### src/rtl/des_key_schedule_if.sv
// Key-in / subkey-out handshake bundle for des_key_schedule.
// The decrypt select exists only when KS_DECRYPT_EN is defined.
interface des_key_schedule_if;
  logic        key_valid;
  logic        key_ready;
  logic [63:0] key_in;
`ifdef KS_DECRYPT_EN
  logic        decrypt;
`endif
  logic        subkey_valid;
  logic        subkey_ready;
  logic [47:0] subkey;
  logic [3:0]  round_idx;
  logic        last;

  modport master (
`ifdef KS_DECRYPT_EN
    output decrypt,
`endif
    output key_valid, key_in, subkey_ready,
    input  key_ready, subkey_valid, subkey, round_idx, last
  );

  modport slave (
`ifdef KS_DECRYPT_EN
    input  decrypt,
`endif
    input  key_valid, key_in, subkey_ready,
    output key_ready, subkey_valid, subkey, round_idx, last
  );
endinterface

### src/rtl/des_key_schedule.sv
// DES key schedule: PC-1 on key load, then sixteen PC-2 subkeys (K16..K1 order needs KS_DECRYPT_EN).
// Latency: first subkey valid the cycle after key accept, then one subkey per cycle.
// Backpressure: subkey_ready low holds C, D, round_idx and subkey; key_ready is high only in IDLE.
module des_key_schedule (
  input  logic              clk,
  input  logic              rst_n,
  des_key_schedule_if.slave ks
);
  typedef enum logic {IDLE, RUN} state_t;

  // DES bit numbers, 1 = MSB
  localparam int PC1 [56] = '{57, 49, 41, 33, 25, 17,  9,
                               1, 58, 50, 42, 34, 26, 18,
                              10,  2, 59, 51, 43, 35, 27,
                              19, 11,  3, 60, 52, 44, 36,
                              63, 55, 47, 39, 31, 23, 15,
                               7, 62, 54, 46, 38, 30, 22,
                              14,  6, 61, 53, 45, 37, 29,
                              21, 13,  5, 28, 20, 12,  4};

  localparam int PC2 [48] = '{14, 17, 11, 24,  1,  5,
                               3, 28, 15,  6, 21, 10,
                              23, 19, 12,  4, 26,  8,
                              16,  7, 27, 20, 13,  2,
                              41, 52, 31, 37, 47, 55,
                              30, 40, 51, 45, 33, 48,
                              44, 49, 39, 56, 34, 53,
                              46, 42, 50, 36, 29, 32};

  state_t      state_q, state_nxt;
  logic [27:0] c_q, d_q, c_nxt, d_nxt;
  logic [3:0]  idx_q, idx_nxt;
  logic [55:0] cd_ld;
  logic [55:0] cd_q;
  logic [47:0] sk;
  logic        unused_parity;
`ifdef KS_DECRYPT_EN
  logic        mode_q, mode_nxt;
`endif

  // Rounds 1, 2, 9 and 16 shift by one; all others by two.
  function automatic logic two_shift(input logic [4:0] rnd);
    return !(rnd == 5'd1 || rnd == 5'd2 || rnd == 5'd9 || rnd == 5'd16);
  endfunction

  function automatic logic [27:0] rotl(input logic [27:0] x, input logic two);
    return two ? {x[25:0], x[27:26]} : {x[26:0], x[27]};
  endfunction

`ifdef KS_DECRYPT_EN
  function automatic logic [27:0] rotr(input logic [27:0] x, input logic two);
    return two ? {x[1:0], x[27:2]} : {x[0], x[27:1]};
  endfunction
`endif

  for (genvar i = 0; i < 56; i++) begin : g_pc1
    localparam logic [5:0] SRC = 6'(64 - PC1[i]);
    assign cd_ld[55-i] = ks.key_in[SRC];
  end

  assign cd_q = {c_q, d_q};

  for (genvar i = 0; i < 48; i++) begin : g_pc2
    localparam logic [5:0] SRC = 6'(56 - PC2[i]);
    assign sk[47-i] = cd_q[SRC];
  end

  assign unused_parity = ^{ks.key_in[56], ks.key_in[48], ks.key_in[40], ks.key_in[32],
                           ks.key_in[24], ks.key_in[16], ks.key_in[8],  ks.key_in[0]};

  assign ks.subkey    = sk;
  assign ks.round_idx = idx_q;
  assign ks.last      = ks.subkey_valid && (idx_q == 4'd15);

  always_ff @(posedge clk or negedge rst_n) begin
    if (!rst_n) begin
      state_q <= IDLE;
      c_q     <= '0;
      d_q     <= '0;
      idx_q   <= '0;
`ifdef KS_DECRYPT_EN
      mode_q  <= 1'b0;
`endif
    end else begin
      state_q <= state_nxt;
      c_q     <= c_nxt;
      d_q     <= d_nxt;
      idx_q   <= idx_nxt;
`ifdef KS_DECRYPT_EN
      mode_q  <= mode_nxt;
`endif
    end
  end

  always_comb begin
    state_nxt       = state_q;
    c_nxt           = c_q;
    d_nxt           = d_q;
    idx_nxt         = idx_q;
`ifdef KS_DECRYPT_EN
    mode_nxt        = mode_q;
`endif
    ks.key_ready    = 1'b0;
    ks.subkey_valid = 1'b0;
    case (state_q)
      IDLE: begin
        ks.key_ready = 1'b1;
        if (ks.key_valid) begin
          state_nxt = RUN;
          idx_nxt   = '0;
          c_nxt     = rotl(cd_ld[55:28], 1'b0);
          d_nxt     = rotl(cd_ld[27:0], 1'b0);
`ifdef KS_DECRYPT_EN
          mode_nxt  = ks.decrypt;
          // C16D16 equals C0D0 since the shifts sum to a full 28-bit turn
          if (ks.decrypt) begin
            c_nxt = cd_ld[55:28];
            d_nxt = cd_ld[27:0];
          end
`endif
        end
      end
      RUN: begin
        ks.subkey_valid = 1'b1;
        if (ks.subkey_ready) begin
          if (idx_q == 4'd15) begin
            state_nxt = IDLE;
            idx_nxt   = '0;
          end else begin
            idx_nxt = idx_q + 4'd1;
            c_nxt   = rotl(c_q, two_shift({1'b0, idx_q} + 5'd2));
            d_nxt   = rotl(d_q, two_shift({1'b0, idx_q} + 5'd2));
`ifdef KS_DECRYPT_EN
            if (mode_q) begin
              c_nxt = rotr(c_q, two_shift(5'd16 - {1'b0, idx_q}));
              d_nxt = rotr(d_q, two_shift(5'd16 - {1'b0, idx_q}));
            end
`endif
          end
        end
      end
      default: state_nxt = IDLE;
    endcase
  end
endmodule

### src/flat_wrapper.sv
// flat-port wrapper written by rule: the top's interface ports become plain ports
module des_key_schedule_flat 
  (clk, rst_n, ks_key_valid, ks_key_in, ks_subkey_ready, ks_key_ready, ks_subkey_valid, ks_subkey, ks_round_idx, ks_last);
  des_key_schedule_if ks_i ();
  input  logic clk;
  input  logic rst_n;
  input wire logic [$bits(ks_i.key_valid)-1:0] ks_key_valid;
  input wire logic [$bits(ks_i.key_in)-1:0] ks_key_in;
  input wire logic [$bits(ks_i.subkey_ready)-1:0] ks_subkey_ready;
  output wire logic [$bits(ks_i.key_ready)-1:0] ks_key_ready;
  output wire logic [$bits(ks_i.subkey_valid)-1:0] ks_subkey_valid;
  output wire logic [$bits(ks_i.subkey)-1:0] ks_subkey;
  output wire logic [$bits(ks_i.round_idx)-1:0] ks_round_idx;
  output wire logic [$bits(ks_i.last)-1:0] ks_last;
  assign ks_i.key_valid = ks_key_valid;
  assign ks_i.key_in = ks_key_in;
  assign ks_i.subkey_ready = ks_subkey_ready;
  assign ks_key_ready = ks_i.key_ready;
  assign ks_subkey_valid = ks_i.subkey_valid;
  assign ks_subkey = ks_i.subkey;
  assign ks_round_idx = ks_i.round_idx;
  assign ks_last = ks_i.last;
  des_key_schedule u_core (.clk(clk), .rst_n(rst_n), .ks(ks_i));
endmodule
### config.mk
export PLATFORM = sky130hd
export DESIGN_NAME = des_key_schedule_flat
export DESIGN_NICKNAME = d
export VERILOG_FILES = /design/src/rtl/des_key_schedule_if.sv /design/src/rtl/des_key_schedule.sv /design/src/flat_wrapper.sv
export SDC_FILE = /design/constraint.sdc
export NUM_CORES = 1
export LEC_CHECK = 0
export CORE_MARGIN = 10
export CORE_UTILIZATION = 53
export CTS_CLUSTER_DIAMETER = 100
export DETAILED_ROUTE_END_ITERATION = 8
export HOLD_SLACK_MARGIN = 0.06
export PLACE_DENSITY = 0.85
export SYNTH_ARGS = -nofsm -noshare
export SYNTH_HDL_FRONTEND = slang
export SYNTH_SLANG_ARGS = --single-unit
### constraint.sdc
create_clock -name clk -period 3.4 [get_ports clk]
set_input_delay 1.02 -clock clk [delete_from_list [all_inputs] [get_ports clk]]
set_output_delay 1.02 -clock clk [all_outputs]
set_load 0.01 [all_outputs]
# Word-level counts from Yosys, hierarchy flattened
# Cells that the tools add are included.
classes:
  add_sub_neg: 2
  reduce_logical: 6
  n_eq_ne: 8
  muxes: 20
  n_bitwise: 1
ops:
  columns: ["cell", "n"]
  rows:
  - ["$mux W28", 8]
  - ["$pmux W28 S2", 2]
  - ["$mux W4", 3]
  - ["$pmux W4 S2", 1]
  - ["$ne A2 B2 Y1 const B", 3]
  - ["$add A4 B2 Y5 const B", 1]
  - ["$eq A5 B1 Y1 const B", 1]
  - ["$eq A5 B2 Y1 const B", 1]
  - ["$eq A5 B4 Y1 const B", 1]
  - ["$eq A5 B5 Y1 const B", 1]
  - ["$mux W1", 5]
  - ["$add A4 B1 Y4 const B", 1]
  - ["$eq A4 B4 Y1 const B", 1]
  - ["$logic_or A1 B1 Y1", 3]
  - ["$reduce_and A3 Y1", 1]
  - ["$pmux W1 S2", 1]
  - ["$reduce_and A2 Y1", 1]
  - ["$logic_and A1 B1 Y1", 1]
  - ["$not A1 Y1", 1]
totals:
  out_inout_bits: 55
  reg_bits: 61
  wordCells: 41
  inputBits: 68

# Longest topological paths before layout
logic_depth:
  ltp_word: 9
  ltp_mapped: 9
  depth_no_buf: 6

# Least setup slack after synthesis
# No wires, ideal clock.
synth_timing:
  path_type: "register -> output"
  startpoint: "register u_core.idx_q[1] (netlist: u_core.ks.round_idx[1])"
  endpoint: "output port ks_last"
  path_stages_with_launch: 5
  n_path_buf: 1
  required_ps: 2380
  path_slack_ps: 1123
  arrival_ps: 1257
  cell_sequence: "dfrtp_1 -> ha_1 -> nand3_1 -> clkbuf_1 -> nor2_1"
synth_between:
  elab_chain_cells: 2
synth_lines:
  columns: ["element", "line_no", "rtl"]
  rows:
  - ["from (decl)", "des_key_schedule.sv:32", "logic [3:0] idx_q, idx_nxt;"]
  - ["from (signal assigned)", "des_key_schedule.sv:88", "idx_q <= idx_nxt;"]
  - ["$eq A4 B4 Y1", "des_key_schedule.sv:73", "assign ks.last = ks.subkey_valid && (idx_q == 4'd15);"]
  - ["$logic_and A1 B1 Y1", "des_key_schedule.sv:73", null]
  - ["to (decl)", "flat_wrapper.sv:14", "output wire logic [$bits(ks_i.last)-1:0] ks_last;"]
# Every way passes these cells.

# Final worst setup path
# Ends and elaborated chain as after synthesis.

==> flow_metrics.py <==
metrics = {
    "synthesis": {
        "synth_cells": 551,
        "yosys_warnings": 0,
        "synth-seq-cells": 61,
        "syn_avg_cell_area_um2": 8.229,
        "synth_nets": 623,
        "ys_types": 26,
        "synth_seq_area_share_pct": 33.66,
        "synthesis.area_mm2": 0.004534,
    },
    "setup_path": {
        "worst_setup_path_end_kind": "output pin",
        "start_kind": "flop",
        "crit_type": "flop to output pin",
        "crit_fanout": 9,
        "arrival_ps": 1990,
        "required_ps": 2380,
    },
    "clock_network": {
        "cts_buffer_depth": 2,
        "ctsHoldBuffers": 0,
        "cts_resized": 0,
        "clock_sinks": 61,
        "cts_setup_buffers": 0,
        "clkTransAtPathRegs_ps": 80,
        "insertion_delay_ps": 350,
        "htree_levels": 3,
        "cts_buffers": 9,
        "root_buffer": "clkbuf_8",
        "cts_tree": "done",
    },
    "timing": {
        "setup_violations": 0,
        "slew_headroom_pct": 21.19,
        "rsz0062_at_grt": "false",
        "fin_crit_sh_pct": 88.64,
        "min_period_ps": 3014,
        "fin_worst_skew_ps": 5.974,
        "tns_ps": 0,
        "hold_viol_final": 0,
        "tightestPinTransition_ps": 1182,
        "fmax_ghz": 0.3318,
        "drv_slew": 0,
    },
    "detailed_routing": {
        "wire_per_inst_um": 20.86,
        "vias_per_cell": 6.691,
        "routed_wirelength_mm": 14.31,
        "route.detailed.drc": 0,
        "drt_iter0_markers": 457,
        "ant_nets": 0,
        "num_vias": 4590,
        "first_pass_iters": 5,
    },
    "placement": {
        "placed_cell_area_mm2": 0.005324,
        "globalplace.congestion": 0.8084,
        "dp_hpwl_mm": 8.946,
        "dp_cells": 670,
        "io_buffers": 114,
    },
    "final_layout": {
        "area.sequential_mm2": 0.001526,
        "design_area_mm2": 0.005524,
        "n_antenna_cell": 0,
        "final_nets": 648,
        "final_layout_size_suffix_gt1_share_pct": 6.885,
        "layout_common_cells": "114 x and3_1, 112 x clkdlybuf4s50_1, 61 x dfrtp_1",
        "syn2layout_area_growth_pct": 21.83,
        "final_cells": 686,
        "final_common_cell": "and3_1",
        "multi_input_area_mm2": 0.002386,
        "nFillCells": 707,
    },
    "die": {
        "chipWidth_um": 112.5,
        "die_h_um": 112.5,
        "rows": 33,
        "dieArea_mm2": 0.01266,
        "io_pins": 123,
        "core_area_mm2": 0.008258,
        "start_util_pct": 54.91,
    },
    "power": {
        "total_power_uw": 4258,
        "p_per_area_mw_per_mm2": 770.8,
        "vdd_drop_max_mv": 0.4945,
        "leakage_uw": 0.002433,
    },
    "global_route": {
        "grt_remaining_overflow": 0,
        "grt_max_degree": 61,
        "grt_pass1_vias": 4297,
        "grt_pass1_wl_mm": 23.26,
        "grt.total_usage_pct": 21.47,
        "antenna_found_initial": 0,
    },
    "run_status": {
        "status": "completed",
    },
    "hold_path": {
        "min_path_type": "flop to flop",
    },
    "flow_run": {
        "max-cap-violations": 0,
    },
}
state kept, by name, summed over array words and instances, names as in the netlist:
name                 cells
u_core.c_q              28
u_core.ks.round_idx      4
u_core.d_q              28
u_core.state_q           1
layer usage:
| layer | track usage [%] | wire length (µm) |
|---|---|---|
| met1 | 29.17 | 5997 |
| met2 | 34.14 | 7091 |
| met3 | 4.207 | 1061 |
| met4 | 5.161 | 157 |
| met5 | 0 | 0 |
area by class of cell:
cell class                      instances  area share (%)
Clock inverter                          6           1.133
Inverter                                5          0.3398
Sequential cell                        61           27.63
Clock buffer                           10           2.492
Tap cell                              105           2.378
Multi-Input combinational cell        371           43.19
Timing Repair Buffer                  128           22.83
power by group:
group / switching (µW) / total, µW / internal [µW]
logic: 1250 / 2180 / 929
clock network: 317 / 672 / 356
registers: 370 / 1400 / 1030
total: 1940 / 4260 / 2320
cell usage after synthesis, drive strengths merged:
library cell,n,area [µm²]
a21bo,1,10.01
o211ai,56,420.4
ha,4,50.05
and2,1,6.260
o21bai,1,7.510
dfrtp,61,1526
a32o,1,10.01
nand3,3,15.01
a21oi,62,310.3
and3,114,713.2
inv,5,18.77
a22oi,1,7.510
nand2,58,217.7
o31ai,2,15.01
o31a,1,8.760
o311ai,56,490.5
a22o,1,8.760
nor2,4,15.01
o21ai,4,20.02
clkbuf,51,191.4
nand2b,1,6.260
buf,63,465.4
cell families after synthesis:
logic type	share of synthesized area, %
AND/OR/NAND/NOR	21.47
flip-flops	33.66
AO/OA/AOI/OAI	28.86
adder cells (fa/ha/maj)	1.104
buffers and inverters	14.90
worst max-delay path, cell delays in order, from the launching register on:
cell	delay (ps)
dfrtp_1	550
ha_1	330
nand3_2	110
nor2_1	120
clkdlybuf4s50_1	540
worst paths after layout:
path                                   startpoint  cells after the start                endpoint  slack [ps]
max reg2reg                u_core.ks.round_idx[2]                      5          u_core.d_q[17]         820
min reg2reg                        u_core.c_q[10]                      2          u_core.c_q[10]         530
min                                u_core.c_q[10]                      2          u_core.c_q[10]         530
max                        u_core.ks.round_idx[1]                      4                 ks_last         390
min in group asynchronous                   rst_n                      1  u_core.ks.round_idx[3]         730
max in group asynchronous                   rst_n                      2          u_core.d_q[12]        2030
per-stage QoR:
stage               hold WS, ps  worst slack, ps  utilization, %
floorplan                 488.8             1123               -
global placement          510.2            585.5           64.47
detailed placement        517.7            561.7           64.47
CTS                       534.0            387.3           66.89
global route              575.0            252.6           66.89
finish                    531.9            386.4           66.89
No activity file was read; power rests on OpenSTA's default activity.
